### config.mk
export PLATFORM = sky130hd
export DESIGN_NAME = axis_stall_scheduler
export DESIGN_NICKNAME = d
export VERILOG_FILES = /design/src/rtl/axis_stall_pkg.sv /design/src/rtl/axis_stall_table.sv /design/src/rtl/axis_stall_scheduler.sv
export SDC_FILE = /design/constraint.sdc
export NUM_CORES = 1
export LEC_CHECK = 0
export CORE_UTILIZATION = 40
export CTS_CLUSTER_SIZE = 8
export DETAILED_ROUTE_END_ITERATION = 8
export HOLD_SLACK_MARGIN = 0.12
export SLEW_MARGIN = 30
export SYNTH_ARGS = -nofsm -noshare
export SYNTH_HDL_FRONTEND = slang
export SYNTH_HIERARCHICAL = 1
export SYNTH_SLANG_ARGS = --single-unit
### constraint.sdc
create_clock -name clk -period 4.81 [get_ports clk]
set_input_delay 0.7215 -clock clk [delete_from_list [all_inputs] [get_ports clk]]
set_output_delay 0.7215 -clock clk [all_outputs]
set_load 0.01 [all_outputs]
### src/rtl/axis_stall_pkg.sv
// Shared types and defaults for the AXI-Stream stall scheduler.
// Entry fields are stored 32 bits wide so one struct serves any IDX_W/LEN_W up to 32.
package axis_stall_pkg;
  localparam int DEF_DATA_W   = 32;
  localparam int DEF_MAX_INTR = 8;
  localparam int DEF_LEN_W    = 8;
  localparam int DEF_IDX_W    = 16;
  localparam int ENT_IDX_W    = 32;
  localparam int ENT_LEN_W    = 32;

  typedef enum logic [1:0] {
    ST_IDLE  = 2'd0,
    ST_PASS  = 2'd1,
    ST_STALL = 2'd2,
    ST_DONE  = 2'd3
  } state_e;

  typedef struct packed {
    logic                 valid;
    logic                 used;
    logic [ENT_IDX_W-1:0] beat;
    logic [ENT_LEN_W-1:0] len;
  } stall_ent_t;
endpackage

### src/rtl/axis_stall_table.sv
// Stall-entry storage with a lowest-address match encoder against the current beat count.
module axis_stall_table
  import axis_stall_pkg::*;
#(
  parameter int MAX_INTR = DEF_MAX_INTR,
  parameter int LEN_W    = DEF_LEN_W,
  parameter int IDX_W    = DEF_IDX_W
) (
  input  logic                        clk,
  input  logic                        rst,
  input  logic                        i_we,
  input  logic [$clog2(MAX_INTR)-1:0] i_addr,
  input  logic [IDX_W-1:0]            i_beat,
  input  logic [LEN_W-1:0]            i_len,
  input  logic                        i_clear,
  input  logic                        i_rearm,
  input  logic [IDX_W-1:0]            i_cnt,
  input  logic                        i_consume,
  output logic                        o_hit,
  output logic [LEN_W-1:0]            o_len
);
  localparam int AW = $clog2(MAX_INTR);

  stall_ent_t          r_tab [MAX_INTR];
  logic [MAX_INTR-1:0] w_match;
  logic [AW-1:0]       w_sel;

  always_comb begin
    w_match = '0;
    for (int i = 0; i < MAX_INTR; i++)
      w_match[i] = r_tab[i].valid && !r_tab[i].used && (r_tab[i].len != '0) &&
                   (r_tab[i].beat == ENT_IDX_W'(i_cnt));
  end

  // Descending scan so the lowest matching address wins.
  always_comb begin
    w_sel = '0;
    for (int i = MAX_INTR - 1; i >= 0; i--)
      if (w_match[i]) w_sel = AW'(i);
  end

  assign o_hit = |w_match;
  assign o_len = r_tab[w_sel].len[LEN_W-1:0];

  always_ff @(posedge clk) begin
    if (rst) begin
      for (int i = 0; i < MAX_INTR; i++) r_tab[i] <= '0;
    end else if (i_clear) begin
      for (int i = 0; i < MAX_INTR; i++) begin
        r_tab[i].valid <= 1'b0;
        r_tab[i].used  <= 1'b0;
      end
    end else begin
      if (i_rearm)
        for (int i = 0; i < MAX_INTR; i++) r_tab[i].used <= 1'b0;
      if (i_consume) r_tab[w_sel].used <= 1'b1;
      if (i_we) begin
        r_tab[i_addr].valid <= 1'b1;
        r_tab[i_addr].used  <= 1'b0;
        r_tab[i_addr].beat  <= ENT_IDX_W'(i_beat);
        r_tab[i_addr].len   <= ENT_LEN_W'(i_len);
      end
    end
  end
endmodule

### src/rtl/axis_stall_scheduler.sv
// AXI-Stream pass-through that inserts programmed stall windows before selected beats.
module axis_stall_scheduler
  import axis_stall_pkg::*;
#(
  parameter int DATA_W   = DEF_DATA_W,
  parameter int MAX_INTR = DEF_MAX_INTR,
  parameter int LEN_W    = DEF_LEN_W,
  parameter int IDX_W    = DEF_IDX_W
) (
  input  logic                        clk,
  input  logic                        rst,
  input  logic                        cfg_we,
  input  logic [$clog2(MAX_INTR)-1:0] cfg_addr,
  input  logic [IDX_W-1:0]            cfg_beat,
  input  logic [LEN_W-1:0]            cfg_len,
  input  logic                        cfg_clear,
  input  logic                        start,
  output logic                        busy,
  output logic                        done,
  output logic [IDX_W-1:0]            beat_cnt,
  input  logic [DATA_W-1:0]           s_tdata,
  input  logic                        s_tvalid,
  input  logic                        s_tlast,
  output logic                        s_tready,
  output logic [DATA_W-1:0]           m_tdata,
  output logic                        m_tvalid,
  output logic                        m_tlast,
  input  logic                        m_tready
);
  state_e           r_state, w_state_nxt;
  logic [LEN_W-1:0] r_cnt, w_cnt_nxt;
  logic [IDX_W-1:0] r_beat_cnt;
  logic             w_hit, w_idle, w_fwd, w_acc;
  logic [LEN_W-1:0] w_hit_len;

  assign w_idle = (r_state == ST_IDLE);
  assign w_fwd  = (r_state == ST_PASS) && !w_hit;
  assign w_acc  = w_fwd && s_tvalid && m_tready;

  assign m_tvalid = w_fwd && s_tvalid;
  assign s_tready = w_fwd && m_tready;
  assign m_tdata  = s_tdata;
  assign m_tlast  = s_tlast;
  assign busy     = (r_state == ST_PASS) || (r_state == ST_STALL);
  assign done     = (r_state == ST_DONE);
  assign beat_cnt = r_beat_cnt;

  axis_stall_table #(.MAX_INTR(MAX_INTR), .LEN_W(LEN_W), .IDX_W(IDX_W)) u_tab (
    .clk       (clk),
    .rst       (rst),
    .i_we      (cfg_we && w_idle),
    .i_addr    (cfg_addr),
    .i_beat    (cfg_beat),
    .i_len     (cfg_len),
    .i_clear   (cfg_clear && w_idle),
    .i_rearm   (start && w_idle),
    .i_cnt     (r_beat_cnt),
    .i_consume ((r_state == ST_PASS) && w_hit),
    .o_hit     (w_hit),
    .o_len     (w_hit_len)
  );

  // The hit cycle in PASS is the first gated cycle; STALL covers the remaining len-1.
  always_comb begin
    w_state_nxt = r_state;
    w_cnt_nxt   = r_cnt;
    unique case (r_state)
      ST_IDLE: if (start) w_state_nxt = ST_PASS;
      ST_PASS: begin
        if (w_hit) begin
          w_cnt_nxt = w_hit_len - LEN_W'(1);
          if (w_hit_len > LEN_W'(1)) w_state_nxt = ST_STALL;
        end else if (w_acc && s_tlast) begin
          w_state_nxt = ST_DONE;
        end
      end
      ST_STALL: begin
        w_cnt_nxt = r_cnt - LEN_W'(1);
        if (w_cnt_nxt == '0) w_state_nxt = ST_PASS;
      end
      ST_DONE: w_state_nxt = ST_IDLE;
      default: w_state_nxt = ST_IDLE;
    endcase
  end

  always_ff @(posedge clk) begin
    if (rst) begin
      r_state    <= ST_IDLE;
      r_cnt      <= '0;
      r_beat_cnt <= '0;
    end else begin
      r_state <= w_state_nxt;
      r_cnt   <= w_cnt_nxt;
      if (w_idle && start)
        r_beat_cnt <= '0;
      else if (w_acc && (r_beat_cnt != '1))
        r_beat_cnt <= r_beat_cnt + IDX_W'(1);
    end
  end
endmodule

**After elaboration in Yosys (flattened, before gate mapping)**

Memories as Yosys holds them, arrays and structs flattened.
Cells that the tools add are included.

- Register bits: 26
- Memory bits (writable): 208
- Logic and storage cells: 169
- Memories: 1

Memories:

| memory | words | width | read ports | clocked after memory_dff | wr ports | line | source |
|---|---|---|---|---|---|---|---|
| u_tab.r_tab | 8 | 26 | 9 | 0 | 9 | axis_stall_table.sv:24 | `stall_ent_t r_tab [MAX_INTR];` |

- $add $sub $neg: 3
- Order comparisons: 1
- Equality and inequality tests: 17
- Multiplexer cells: 60
- Bitwise gates (word level): 24
- Reductions and logical operators: 60

Operator list:

| operator | count |
|---|---|
| equality test 32 x 16 -> 1 bit | 8 |
| nonzero test 32 bit | 8 |
| 2-to-1 mux 1 bit | 41 |
| logical AND 1 bit | 34 |
| 2-to-1 mux 3 bit | 10 |
| 2-to-1 mux 26 bit | 1 |
| OR reduction 26 bit | 1 |
| OR 1 bit | 24 |
| adder 16 x 1 -> 16 bit, second input constant | 1 |
| != test 16 bit, second input constant | 1 |
| one-hot mux 8 bit (2 select lines) | 1 |
| subtractor 8 x 1 -> 8 bit, second input constant | 2 |
| 2-to-1 mux 2 bit | 5 |
| zero test 1 bit | 9 |
| > comparator 8 x 1 -> 1 bit, second input constant | 1 |
| zero test 8 bit | 1 |
| 2-to-1 mux 8 bit | 1 |
| one-hot mux 2 bit (4 select lines) | 1 |
| OR reduction 8 bit | 1 |
| != test 3 x 2 -> 1 bit, second input constant | 2 |
| equality test 2 bit, second input constant | 2 |
| != test 2 bit, second input constant | 2 |
| AND reduction 4 bit | 1 |
| equality test 2 x 1 -> 1 bit, second input constant | 1 |
| other kinds (6) | 6 |

**Longest topological paths before layout**

An unclocked memory read counts as a cell.

- Depth in word-level cells: 18
- Depth in mapped cells: 19

**By module**

Netlist, hierarchy kept.

By module, submodules not included:

| module | instances | cells each | area each (µm²) |
|---|---|---|---|
| axis_stall_table | 1 | 852 | 10,395.0 |
| axis_stall_scheduler | 1 | 238 | 1,945.6 |

**Least setup slack after synthesis**

OpenSTA, ideal clock, no wires.

- Path kind: flip-flop to flip-flop
- From: reg r_beat_cnt[2] (netlist: beat_cnt[2])
- To: reg r_cnt[7]
- Library setup time: 0.120 ns
- Arrival time: 3.873 ns
- Slack: 0.817 ns
- Stages on the path, launching flop included: 17
- Buffers on the path: 2
- Clock period less this slack: 3.993 ns
- Cells stage by stage: dfxtp_1 buf_2 xor2_1 nor4_1 nand4_1 nor4_2 inv_1 a221o_2 buf_4 a221oi_1 a31oi_1 or2_1 or4_1 nor4_1 xor2_1 o211ai_1 a21oi_2

- Longest elaborated chain between the ends: 14
- Elaborated cells between the ends (all ways): 31
- Those cells by class: 1 x add/sub; 9 x eq/ne; 10 x mux; 10 x reduce/logical; 1 x memory

Ends and longest elaborated chain:

| item | line | source |
|---|---|---|
| start: declaration | axis_stall_scheduler.sv:32 | `logic [IDX_W-1:0] r_beat_cnt;` |
| start signal: assignment | axis_stall_scheduler.sv:97 | `r_beat_cnt <= r_beat_cnt + IDX_W'(1);` |
| equality test 32 x 16 -> 1 bit | axis_stall_table.sv:32 | `(r_tab[i].beat == ENT_IDX_W'(i_cnt));` |
| logical AND 1 bit | axis_stall_table.sv:31 | `w_match[i] = r_tab[i].valid && !r_tab[i].used && (r_tab[i].len != '0) &&` |
| 2-to-1 mux 3 bit (7 in a row) | axis_stall_table.sv:39 | `if (w_match[i]) w_sel = AW'(i);` |
| 2-to-1 mux 3 bit * | axis_stall_table.sv:39 |  |
| memory (8 x 26 bit) * | - |  |
| via w_hit_len[4] | axis_stall_scheduler.sv:34 | `logic [LEN_W-1:0] w_hit_len;` |
| subtractor 8 x 1 -> 8 bit * | axis_stall_scheduler.sv:71 | `w_cnt_nxt = w_hit_len - LEN_W'(1);` |
| 2-to-1 mux 8 bit * | axis_stall_scheduler.sv:70 | `if (w_hit) begin` |
| one-hot mux 8 bit (2 select lines) * | axis_stall_scheduler.sv:67 | `unique case (r_state)` |
| end signal: assignment | axis_stall_scheduler.sv:93 | `r_cnt <= w_cnt_nxt;` |
| end: declaration | axis_stall_scheduler.sv:31 | `logic [LEN_W-1:0] r_cnt, w_cnt_nxt;` |

The timed path passes the listed nets; every way through them passes the cells marked *. The select of a mux whose other input is x is not followed.
A chain may end at the register's enable or synchronous reset.

**Final worst setup path**

- From: reg r_beat_cnt[12] (netlist: beat_cnt[12])
- To: reg r_state[1]

- Longest elaborated chain between the ends: 14
- Elaborated cells between the ends (all ways): 37
- Those cells by class: 1 x order compare; 10 x eq/ne; 10 x mux; 15 x reduce/logical; 1 x memory

Ends and longest elaborated chain:

| item | line | source |
|---|---|---|
| equality test 32 x 16 -> 1 bit | axis_stall_table.sv:32 |  |
| logical AND 1 bit | axis_stall_table.sv:31 |  |
| 2-to-1 mux 3 bit (7 in a row) | axis_stall_table.sv:39 |  |
| 2-to-1 mux 3 bit * | axis_stall_table.sv:39 |  |
| memory (8 x 26 bit) * | - |  |
| via w_hit_len[1] | axis_stall_scheduler.sv:34 |  |
| > comparator 8 x 1 -> 1 bit * | axis_stall_scheduler.sv:72 | `if (w_hit_len > LEN_W'(1)) w_state_nxt = ST_STALL;` |
| != test 3 x 2 -> 1 bit (no source line) * | - |  |
| AND reduction 4 bit (no source line) * | - |  |
| end signal: assignment | axis_stall_scheduler.sv:92 | `r_state <= w_state_nxt;` |
| end: declaration | axis_stall_scheduler.sv:30 | `state_e r_state, w_state_nxt;` |

The timed path passes the listed nets; every way through them passes the cells marked *.

==> flow_summary.html <==
<table>
<tr><th>Metric</th><th>Value</th></tr>
<tr><th colspan="2">Synth</th></tr>
<tr><td>Synthesized area</td><td>12,300 µm²</td></tr>
<tr><td>Top post-synthesis cells by count</td><td>and2_1 (199), edfxtp_1 (192), xor2_1 (136), nor4_1 (61), nand2_1 (50)</td></tr>
<tr><td>Synth Register Bits</td><td>234</td></tr>
<tr><td>Number of enable flip-flop cells after synthesis</td><td>192</td></tr>
<tr><td>Most common cell in the synthesized netlist</td><td>and2_1</td></tr>
<tr><td>Library cell occupying the most area in the post-synthesis netlist</td><td>edfxtp_1</td></tr>
<tr><td>Post-Synthesis Net Count</td><td>1,167</td></tr>
<tr><td>Synthesis warning total</td><td>6</td></tr>
<tr><td>Post-Syn Area per Cell</td><td>11.3 µm²</td></tr>
<tr><td>Leading cell types by total area after synthesis</td><td>edfxtp_1 (47%), and2_1 (10%), xor2_1 (9.7%), dfxtp_1 (6.8%), nor4_1 (3.1%)</td></tr>
<tr><td>Share of synthesized registers carrying an async set or reset</td><td>0</td></tr>
<tr><td>Synth top area share</td><td>0.467</td></tr>
<tr><td>Cells after synthesis</td><td>1,090</td></tr>
<tr><td>Fraction of the yosys area taken by sequential cells</td><td>0.535</td></tr>
<tr><td>Top_reg_cell synth</td><td>edfxtp_1</td></tr>
<tr><td>Count of cell types in the netlist</td><td>67</td></tr>
<tr><th colspan="2">Timing</th></tr>
<tr><td>Layout Skew</td><td>0.0188 ns</td></tr>
<tr><td>Tcrit/Tclk final</td><td>0.959</td></tr>
<tr><td>Transition time at the pin with the least slew margin</td><td>0.741 ns</td></tr>
<tr><td>Setup violation total in the final timing report</td><td>0</td></tr>
<tr><td>Fmax</td><td>0.217 GHz</td></tr>
<tr><td>Worst Hold Margin</td><td>0.448 ns</td></tr>
<tr><td>Setup WS post-layout</td><td>0.196 ns</td></tr>
<tr><td>Total count of hold-check failures in the final report</td><td>0</td></tr>
<tr><td>Clock period minus worst slack</td><td>4.61 ns</td></tr>
<tr><td>Final max-slew violation count</td><td>0</td></tr>
<tr><td>Max-slew headroom at the worst pin</td><td>0.502</td></tr>
<tr><th colspan="2">Drt</th></tr>
<tr><td>Count of unresolved DRC violations after routing</td><td>0</td></tr>
<tr><td>Antenna viol nets, final</td><td>0</td></tr>
<tr><td>Router iterations before antenna repair</td><td>6</td></tr>
<tr><td>Routed Wire Length</td><td>33.2 mm</td></tr>
<tr><td>DRC marker count from the first detailed-route iteration</td><td>710</td></tr>
<tr><td>Average routed wire per standard cell</td><td>21.2 µm</td></tr>
<tr><td>Vias</td><td>8,539</td></tr>
<tr><td>Via-to-Cell Ratio</td><td>5.44</td></tr>
<tr><th colspan="2">Global routing</th></tr>
<tr><td>Total Routing Usage GR</td><td>0.212</td></tr>
<tr><td>Global-route wire length before repair</td><td>49.9 mm</td></tr>
<tr><td>Vias in the first global route</td><td>8,461</td></tr>
<tr><td>Initial antenna violation count</td><td>1</td></tr>
<tr><td>Largest net degree at the start of global routing</td><td>28</td></tr>
<tr><td>Congestion Overflow GR</td><td>0</td></tr>
<tr><th colspan="2">Critical path</th></tr>
<tr><td>Critical path required time</td><td>5.23 ns</td></tr>
<tr><td>Data arrival time at the worst-slack endpoint</td><td>5.04 ns</td></tr>
<tr><td>Setup crit start kind</td><td>flip-flop</td></tr>
<tr><td>Critical Path Fanout Max</td><td>13</td></tr>
<tr><td>Critical Path End Type</td><td>flip-flop</td></tr>
<tr><td>Class of the most critical setup path</td><td>reg2reg</td></tr>
<tr><th colspan="2">Floorplan</th></tr>
<tr><td>Die Width</td><td>178 µm</td></tr>
<tr><td>Starting Density</td><td>0.411</td></tr>
<tr><td>Floorplan die height</td><td>178 µm</td></tr>
<tr><td>Number of core rows</td><td>63</td></tr>
<tr><td>Die Outline Area</td><td>31,600 µm²</td></tr>
<tr><td>I/O pins</td><td>120</td></tr>
<tr><td>Core ar.</td><td>30,000 µm²</td></tr>
<tr><th colspan="2">Cells and area</th></tr>
<tr><td>Number of inserted filler cells in the final layout</td><td>2,756</td></tr>
<tr><td>Final net count</td><td>1,230</td></tr>
<tr><td>Synthesis-to-finish area growth</td><td>16.5%</td></tr>
<tr><td>Antenna cell count</td><td>0</td></tr>
<tr><td>Share of final-layout standard cells stronger than drive strength 1</td><td>0.112</td></tr>
<tr><th colspan="2">CTS</th></tr>
<tr><td>Clock buffers created by TritonCTS</td><td>35</td></tr>
<tr><td>Clock transition at the register clock pins on the worst setup and hold paths after CTS</td><td>0.05 ns</td></tr>
<tr><td>Deepest clock path buffer count</td><td>3</td></tr>
<tr><td>Clock tree from TritonCTS</td><td>built</td></tr>
<tr><td>H-tree lvl count</td><td>2</td></tr>
<tr><td>CTS Root Buffer Type</td><td>clkbuf_16</td></tr>
<tr><td>Clk_lat worst skew</td><td>0.51 ns</td></tr>
<tr><td>Total number of clock tree sinks</td><td>234</td></tr>
<tr><th colspan="2">Place</th></tr>
<tr><td>DPL Wire Length</td><td>24.2 mm</td></tr>
<tr><td>Worst setup timing slack at the placement stage</td><td>0.136 ns</td></tr>
<tr><td>Final RePlAce weighted congestion</td><td>0.908</td></tr>
<tr><td>Input/output buffers</td><td>55</td></tr>
<tr><th colspan="2">Flow run</th></tr>
<tr><td>Max Cap Viol</td><td>0</td></tr>
<tr><th colspan="2">Power</th></tr>
<tr><td>Maximum vdd drop</td><td>0.187 mV</td></tr>
<tr><td>Power per standard cell area</td><td>365 nW/µm²</td></tr>
<tr><td>Leakage power total</td><td>5.69 nW</td></tr>
<tr><th colspan="2">Status</th></tr>
<tr><td>Run status</td><td>completed</td></tr>
<tr><th colspan="2">Hold path</th></tr>
<tr><td>Type of the tightest min-delay check</td><td>reg2reg</td></tr>
</table>
-- final timing paths --
| path | depth (start not counted) | from | slack (ns) | to |
|---|---|---|---|---|
| setup reg to reg | 17 | beat_cnt[12] | 0.20 | r_state[1] |
| hold reg to reg | 1 | u_tab/r_tab[3][25] | 0.45 | u_tab/r_tab[3][25] |
| hold / removal | 1 | u_tab/r_tab[3][25] | 0.45 | u_tab/r_tab[3][25] |
| setup / recovery | 17 | beat_cnt[12] | 0.20 | r_state[1] |
-- sequential cells by signal, summed over array words and instances (netlist names) --
| name | cells |
|---|---|
| r_cnt | 8 |
| beat_cnt | 16 |
| u_tab/r_tab | 208 |
| r_state | 2 |
-- what timing repair did --
action / 4_1_cts / 5_1_grt
setup endpoints to repair: 0 / 8
buffers inserted: 0 / 1
gates resized for setup: 0 / 10
hold buffers: 0 / 0
-- worst max-delay path, cell delays in order (launching register included) --
cell and delay [ns]:
dfxtp_1 0.51, buf_4 0.25, xor2_1 0.11, nor4_1 0.37, and4_1 0.28, o211ai_1 0.22, a2111oi_4 0.50, a221o_2 0.21
buf_12 0.14, mux2_1 0.34, o211ai_1 0.09, or2_1 0.18, inv_1 0.08, ha_1 0.22, o211ai_1 0.22, nor4_2 0.08
a2111oi_2 0.48, mux2i_1 0.25
-- where the power goes --
group	switching [W]	leakage [nW]	internal, W
sequential	0.0000699	2.33	0.00231
combinational	0.000354	2.88	0.000227
clock	0.000884	0.485	0.00140
-- routing by layer --
metal | routed length, µm | track usage
met2 | 15500 | 0.347
met4 | 709 | 0.0616
met1 | 15300 | 0.291
met3 | 1750 | 0.0306
met5 | 0 | 0
-- cell families (layout without fill, tap and decap cells) --
group / after synthesis / count (layout) / share of synthesized area
xor gates and xnor gates: 146 / 146 / 0.104
DFF: 234 / 234 / 0.535
muxes: 11 / 11 / 0.00963
adders and majority gates: 10 / 10 / 0.0101
and+or+nand+nor: 494 / 494 / 0.234
buffers and inverters: 95 / 184 / 0.0450
AOI/OAI and AO/OA: 100 / 101 / 0.0618
-- per-stage QoR --
step | total power, W | cell area [µm²] | util | cells | TNS, ns
finish | 0.00524 | 14400 | 0.479 | 1570 | 0
floorplan | 0.00279 | 12300 | - | 1090 | 0
detailed placement | 0.00299 | 13300 | 0.442 | 1504 | 0
global placement | 0.00299 | 13300 | 0.442 | 1504 | 0
CTS | 0.00529 | 14300 | 0.476 | 1568 | 0
global route | 0.00543 | 14400 | 0.479 | 1570 | -0.0134
-- area by class of cell --
cell class | count | area (µm²) | area share
clock buffer | 61 | 995 | 0.0692
tap | 390 | 488 | 0.0339
sequential | 234 | 6610 | 0.460
multi-input combinational | 762 | 5240 | 0.364
timing repair buffer | 109 | 968 | 0.0674
clock inverter | 3 | 32.5 | 0.00226
inverter | 11 | 41.3 | 0.00287
-- cells in the final DEF (no fill, tap or decap), drive strengths merged, types with 18 or more instances in the layout --
cell and n:
nor4 65, and2 199, nand4 20, or2 18, xor2 136, nand3 34
nand2 50, nor2 44, dfxtp 42, clkbuf 61, clkdlybuf4s50 55, edfxtp 192
buf 54
No activity file was read; power rests on OpenSTA's default activity.
==> RTL change 1: new RTL, same flow settings <==
Register the output `beat_cnt` once more, cleared by the reset; this adds one clock of latency there. The other outputs are not delayed to match.
--- a/src/rtl/axis_stall_scheduler.sv
+++ b/src/rtl/axis_stall_scheduler.sv
@@ -44,5 +44,11 @@
   assign busy     = (r_state == ST_PASS) || (r_state == ST_STALL);
   assign done     = (r_state == ST_DONE);
-  assign beat_cnt = r_beat_cnt;
+  always_ff @(posedge clk) begin
+    if (rst) begin
+      beat_cnt <= '0;
+    end else begin
+      beat_cnt <= r_beat_cnt;
+    end
+  end
 
   axis_stall_table #(.MAX_INTR(MAX_INTR), .LEN_W(LEN_W), .IDX_W(IDX_W)) u_tab (
Function: not settled (the Yosys comparison gave no result); the edit may change what the design does.
==> RTL change 1 against the unedited design <==
Utilization down 0.64 points. Area after synthesis is 4.5% higher. Maximum frequency is 1.4% higher. Setup slack gained 0.063 ns. Sequential cell count rose by 16. Global-route usage shrank 0.62 points. Synthesized cell count is 1.7% higher. Routed wire length rose by 1.8%. Total power is 1.7% higher. Cell area is 3.9% higher. Critical endpoint is now m_tvalid.
==> RTL change 1: results (changes against the unedited design) <==
qor: synthesis.synth_fp_nets 1,186 [+1.6%]
qor: layout.comb.multi_input.count 768 [+0.79%]
qor: place.detailed_place_hpwl 25,000 um [+3.3%]
qor: timing.fin_crit_sh 0.946 [-0.0132]
qor: outcome.run_status finished clean
qor: global_route.global_route.usage.total 0.206 [-0.00617]
qor: global_route.grt_start_max_net_pins 37 [+32%]
qor: layout.n_fill_cell 2,845 [+3.2%]
qor: synthesis.ys_top_cells_by_count 197 x and2_1, 192 x edfxtp_1, 97 x xor2_1
qor: place.placement.setup.worst_slack 0.159 ns [+0.0233 ns]
qor: synthesis.yosys_register_bits 250 [+6.8%]
qor: timing.timing.clock.skew 0.0120 ns [-0.00679 ns]
qor: place.gp_congestion 0.944 [+4.0%]
qor: synthesis.yosysSeqAreaShare 0.537 [+0.00183]
qor: layout.inv_count 14 [+3]
qor: route.detail_route.wirelength 33,800 um [+1.8%]
qor: clock_network.cts.path.max_buffers 3 [unchanged]
qor: layout.clk_tree_area_frac 0.0704 [-0.00103]
qor: synthesis.synth.lib_cells_used.distinct 71 [+6.0%]
qor: layout.multi_input_area 0.00546 mm^2 [+4.2%]
qor: layout.seq_share 0.464 [+0.00395]
qor: global_route.grt_first_pass_wirelength 51,400 um [+3.0%]
qor: route.drt_first_pass_iters 5 [-1]
qor: power_and_ir_drop.cellLeakagePower 5.91 nW [+4.0%]
qor: global_route.grt_pass1_vias 8,576 [+1.4%]
qor: setup_path.standard_cell_with_the_maximum_stage_delay_on_the_critical_path or4_1
qor: layout.post_route_cells_drive_above_1_share 0.110 [-0.00224]
qor: clock_network.cts_buffers 37 [+5.7%]
qor: setup_path.critPathMaxStageDelay 0.53 ns [+0.02 ns]
qor: layout.final.clkbuf_count 57 [-6.6%]
qor: layout.signal_buffer_area_fraction 0.0633 [-0.00406]
qor: setup_path.maximum_fanout_along_the_worst_path 4 [-9]
qor: route.via_count 8,668 [+1.5%]
qor: route.drt_iter0_drc 644 [-9.3%]
qor: power_and_ir_drop.vdd_drop_max 0.220 mV [+18%]
qor: synthesis.synth_top_cells_by_area edfxtp_1 45%, and2_1 9.6%, dfxtp_1 9.0%
qor: place.numPlacedInstances 1,534 [+2.0%]
qor: synthesis.syn_inst 1,109 [+1.7%]
qor: setup_path.timing.reg2reg.setup_slack 0.28 ns [+0.08 ns]
qor: layout.buffers_excl_clock 102 [-6.4%]
qor: timing.slew_headroom 0.533 [+0.0305]
qor: synthesis.synth-async-reset-ratio 0 [unchanged]
qor: global_route.grt_antenna_before_repair 0 [-1]
qor: setup_path.path_delay_family simple AND/OR/NAND/NOR gates
qor: layout.finish.net_count 1,250 [+1.6%]
==> RTL change 1: through the flow <==
stage                     utilization  hold slack, ns  cell area (um^2)
after CTS                       0.470           0.451             14900
after detailed placement        0.437           0.438             13800
after global placement          0.436           0.431             13800
after floorplan                     -           0.419             12900
final                           0.472           0.451             14900
after global routing            0.472           0.469             14900
==> RTL change 1: metal layers <==
| layer | GRT usage | wire [um] |
|---|---|---|
| met5 | 0 | 0 |
| met4 | 0.0763 | 1040 |
| met3 | 0.0321 | 1820 |
| met2 | 0.330 | 15500 |
| met1 | 0.282 | 15500 |
==> RTL change 1: power by group <==
group | internal, mW | total, mW | switching, mW
Combinational | 0.175 | 0.463 | 0.288
Sequential | 2.42 | 2.48 | 0.0590
Clock | 1.44 | 2.39 | 0.950
Total | 4.03 | 5.33 | 1.30
==> RTL change 1: worst paths after layout <==
path / startpoint / end / cells past startpoint
hold reg to reg: u_tab/r_tab[1][25] / u_tab/r_tab[1][25] / 1
setup / recovery: u_tab/r_tab[5][4] / m_tvalid / 10
setup reg to reg: r_beat_cnt[0] / r_cnt[7] / 17
hold / removal: u_tab/r_tab[1][25] / u_tab/r_tab[1][25] / 1
==> RTL change 1: logic make-up (layout without fill, tap and decap cells) <==
| kind of cell | count (synthesis) | after routing | synth area share |
|---|---|---|---|
| adder cells (fa/ha/maj) | 10 | 10 | 0.00970 |
| AND/OR/NAND/NOR | 482 | 482 | 0.227 |
| multiplexers | 35 | 35 | 0.0273 |
| XOR/XNOR | 147 | 147 | 0.0998 |
| AO/OA/AOI/OAI | 94 | 94 | 0.0547 |
| buffers and inverters | 91 | 177 | 0.0440 |
| flip-flops | 250 | 250 | 0.537 |
==> RTL change 1: what timing repair did <==
action | CTS | global route
gates resized for setup | 0 | 9
setup buffers | 0 | 1
setup endpoints to repair | 0 | 4
==> RTL change 2: new RTL, same flow settings <==
Made on the original files. Change the package constant `DEF_MAX_INTR` from 8 to 16.
--- a/src/rtl/axis_stall_pkg.sv
+++ b/src/rtl/axis_stall_pkg.sv
@@ -3,5 +3,5 @@
 package axis_stall_pkg;
   localparam int DEF_DATA_W   = 32;
-  localparam int DEF_MAX_INTR = 8;
+  localparam int DEF_MAX_INTR = 16;
   localparam int DEF_LEN_W    = 8;
   localparam int DEF_IDX_W    = 16;
Interface: changed (resized cfg_addr); port bits go from 120 to 121. The function was not compared with the original's and may differ.
==> RTL change 2 against the unedited design <==
The run now ends with negative setup slack left. Sequential cell count increased by 208. Cell count increased by 90%. Cell area increased by 96%. Sequential share of layout area decreased by 0.81 points. Total power increased by 76%. Routed wire length increased by 130%. Setup slack got worse by 0.21 ns. Highest routed layer unchanged. Area after synthesis increased by 87%.
==> RTL change 2: results (changes against the unedited design) <==
qor: synthesis.synth_compound_area_frac 0.0626 [+0.000737]
qor: clock_network.worst_skew_pair.late_latency 0.62 ns [+0.11 ns]
qor: place.buffer_ports.inserted 56 [+1.8%]
qor: synthesis.syn_inst 1,974 [+81%]
qor: place.numPlacedInstances 2,857 [+90%]
qor: setup_path.standard_cell_with_the_maximum_stage_delay_on_the_critical_path or4_4
qor: global_route.grt_start_max_net_pins 32 [+14%]
qor: synthesis.synth.lib_cells_used.distinct 79 [+18%]
qor: global_route.globalRouteMet2Util 0.414 [+0.0668]
qor: timing.finalSetupTns -0.0112 ns [-0.0112 ns]
qor: timing.setup_viol 1 [+1]
qor: setup_path.critPathArrivalTime 5.33 ns [+0.29 ns]
qor: setup_path.critPathMaxStageDelay 0.58 ns [+0.07 ns]
qor: layout.final_cells 2,986 [+90%]
qor: synthesis.number_of_enable_flip_flop_cells_after_synthesis 384 [+100%]
qor: power_and_ir_drop.cellLeakagePower 11.4 nW [+100%]
qor: place.placement.setup.worst_slack -0.663 ns [-0.798 ns]
qor: layout.finish.net_count 2,259 [+84%]
qor: setup_path.maximum_fanout_along_the_worst_path 6 [-7]
qor: layout.largest_register_ffs 416 [+100%]
qor: timing.finalWorstSetupSlack -0.0112 ns [-0.207 ns]
qor: route.dr_wl_met3 5220 um [+200%]
qor: global_route.grt_pass1_vias 16,461 [+95%]
qor: setup_path.path_delay_family simple AND/OR/NAND/NOR gates
qor: global_route.grt_antenna_before_repair 2 [+1]
qor: outcome.failed_checks negative setup slack
qor: route.met1Wirelength 32,600 um [+110%]
qor: outcome.run_status complete, but fails checks
qor: synthesis.synth_xor_area_frac 0.106 [+0.00221]
==> RTL change 2: cell types whose count changed in the layout (fill, tap and decap cells not counted), moves of 32 or more <==
cell      delta
and2_1     +193
edfxtp_1   +192
buf_4      +156
xor2_1      +99
nor4_1      +33
xnor2_1     +32
==> RTL change 2: cell type report <==
type,instances,area [um^2],share of cell area
Multi-Input combinational cell,1370,10000,0.356
Tap cell,756,946,0.0336
Sequential cell,442,12700,0.452
Timing Repair Buffer,293,2610,0.0929
Clock buffer,110,1770,0.0631
Inverter,13,48.8,0.00174
Clock inverter,1,8.76,0.000312
Antenna cell,1,2.50,0.0000890
==> RTL change 2: power by group <==
| group | total, mW | internal (mW) | leakage, nW | switching (mW) |
|---|---|---|---|---|
| registers | 4.40 | 4.31 | 4.44 | 0.0836 |
| logic | 0.737 | 0.258 | 6.12 | 0.480 |
| clock network | 4.08 | 2.45 | 0.848 | 1.63 |
| total | 9.21 | 7.02 | 11.4 | 2.19 |
==> RTL change 2: final timing paths <==
kind | slack (ns) | from | endpoint | depth (start not counted)
max reg2reg | -0.01 | u_tab/r_tab[15][7] | r_state[1] | 16
min | 0.45 | u_tab/r_tab[6][25] | u_tab/r_tab[6][25] | 1
max | -0.01 | u_tab/r_tab[15][7] | r_state[1] | 16
min reg2reg | 0.45 | u_tab/r_tab[6][25] | u_tab/r_tab[6][25] | 1
==> RTL change 2: what timing repair did <==
| item | CTS | global route |
|---|---|---|
| hold buffers | 0 | 0 |
| setup endpoints to repair | 11 | 9 |
| gates resized for setup | 52 | 60 |
| pin swaps | 11 | 22 |
| gates cloned | 0 | 0 |
| setup buffers | 8 | 9 |
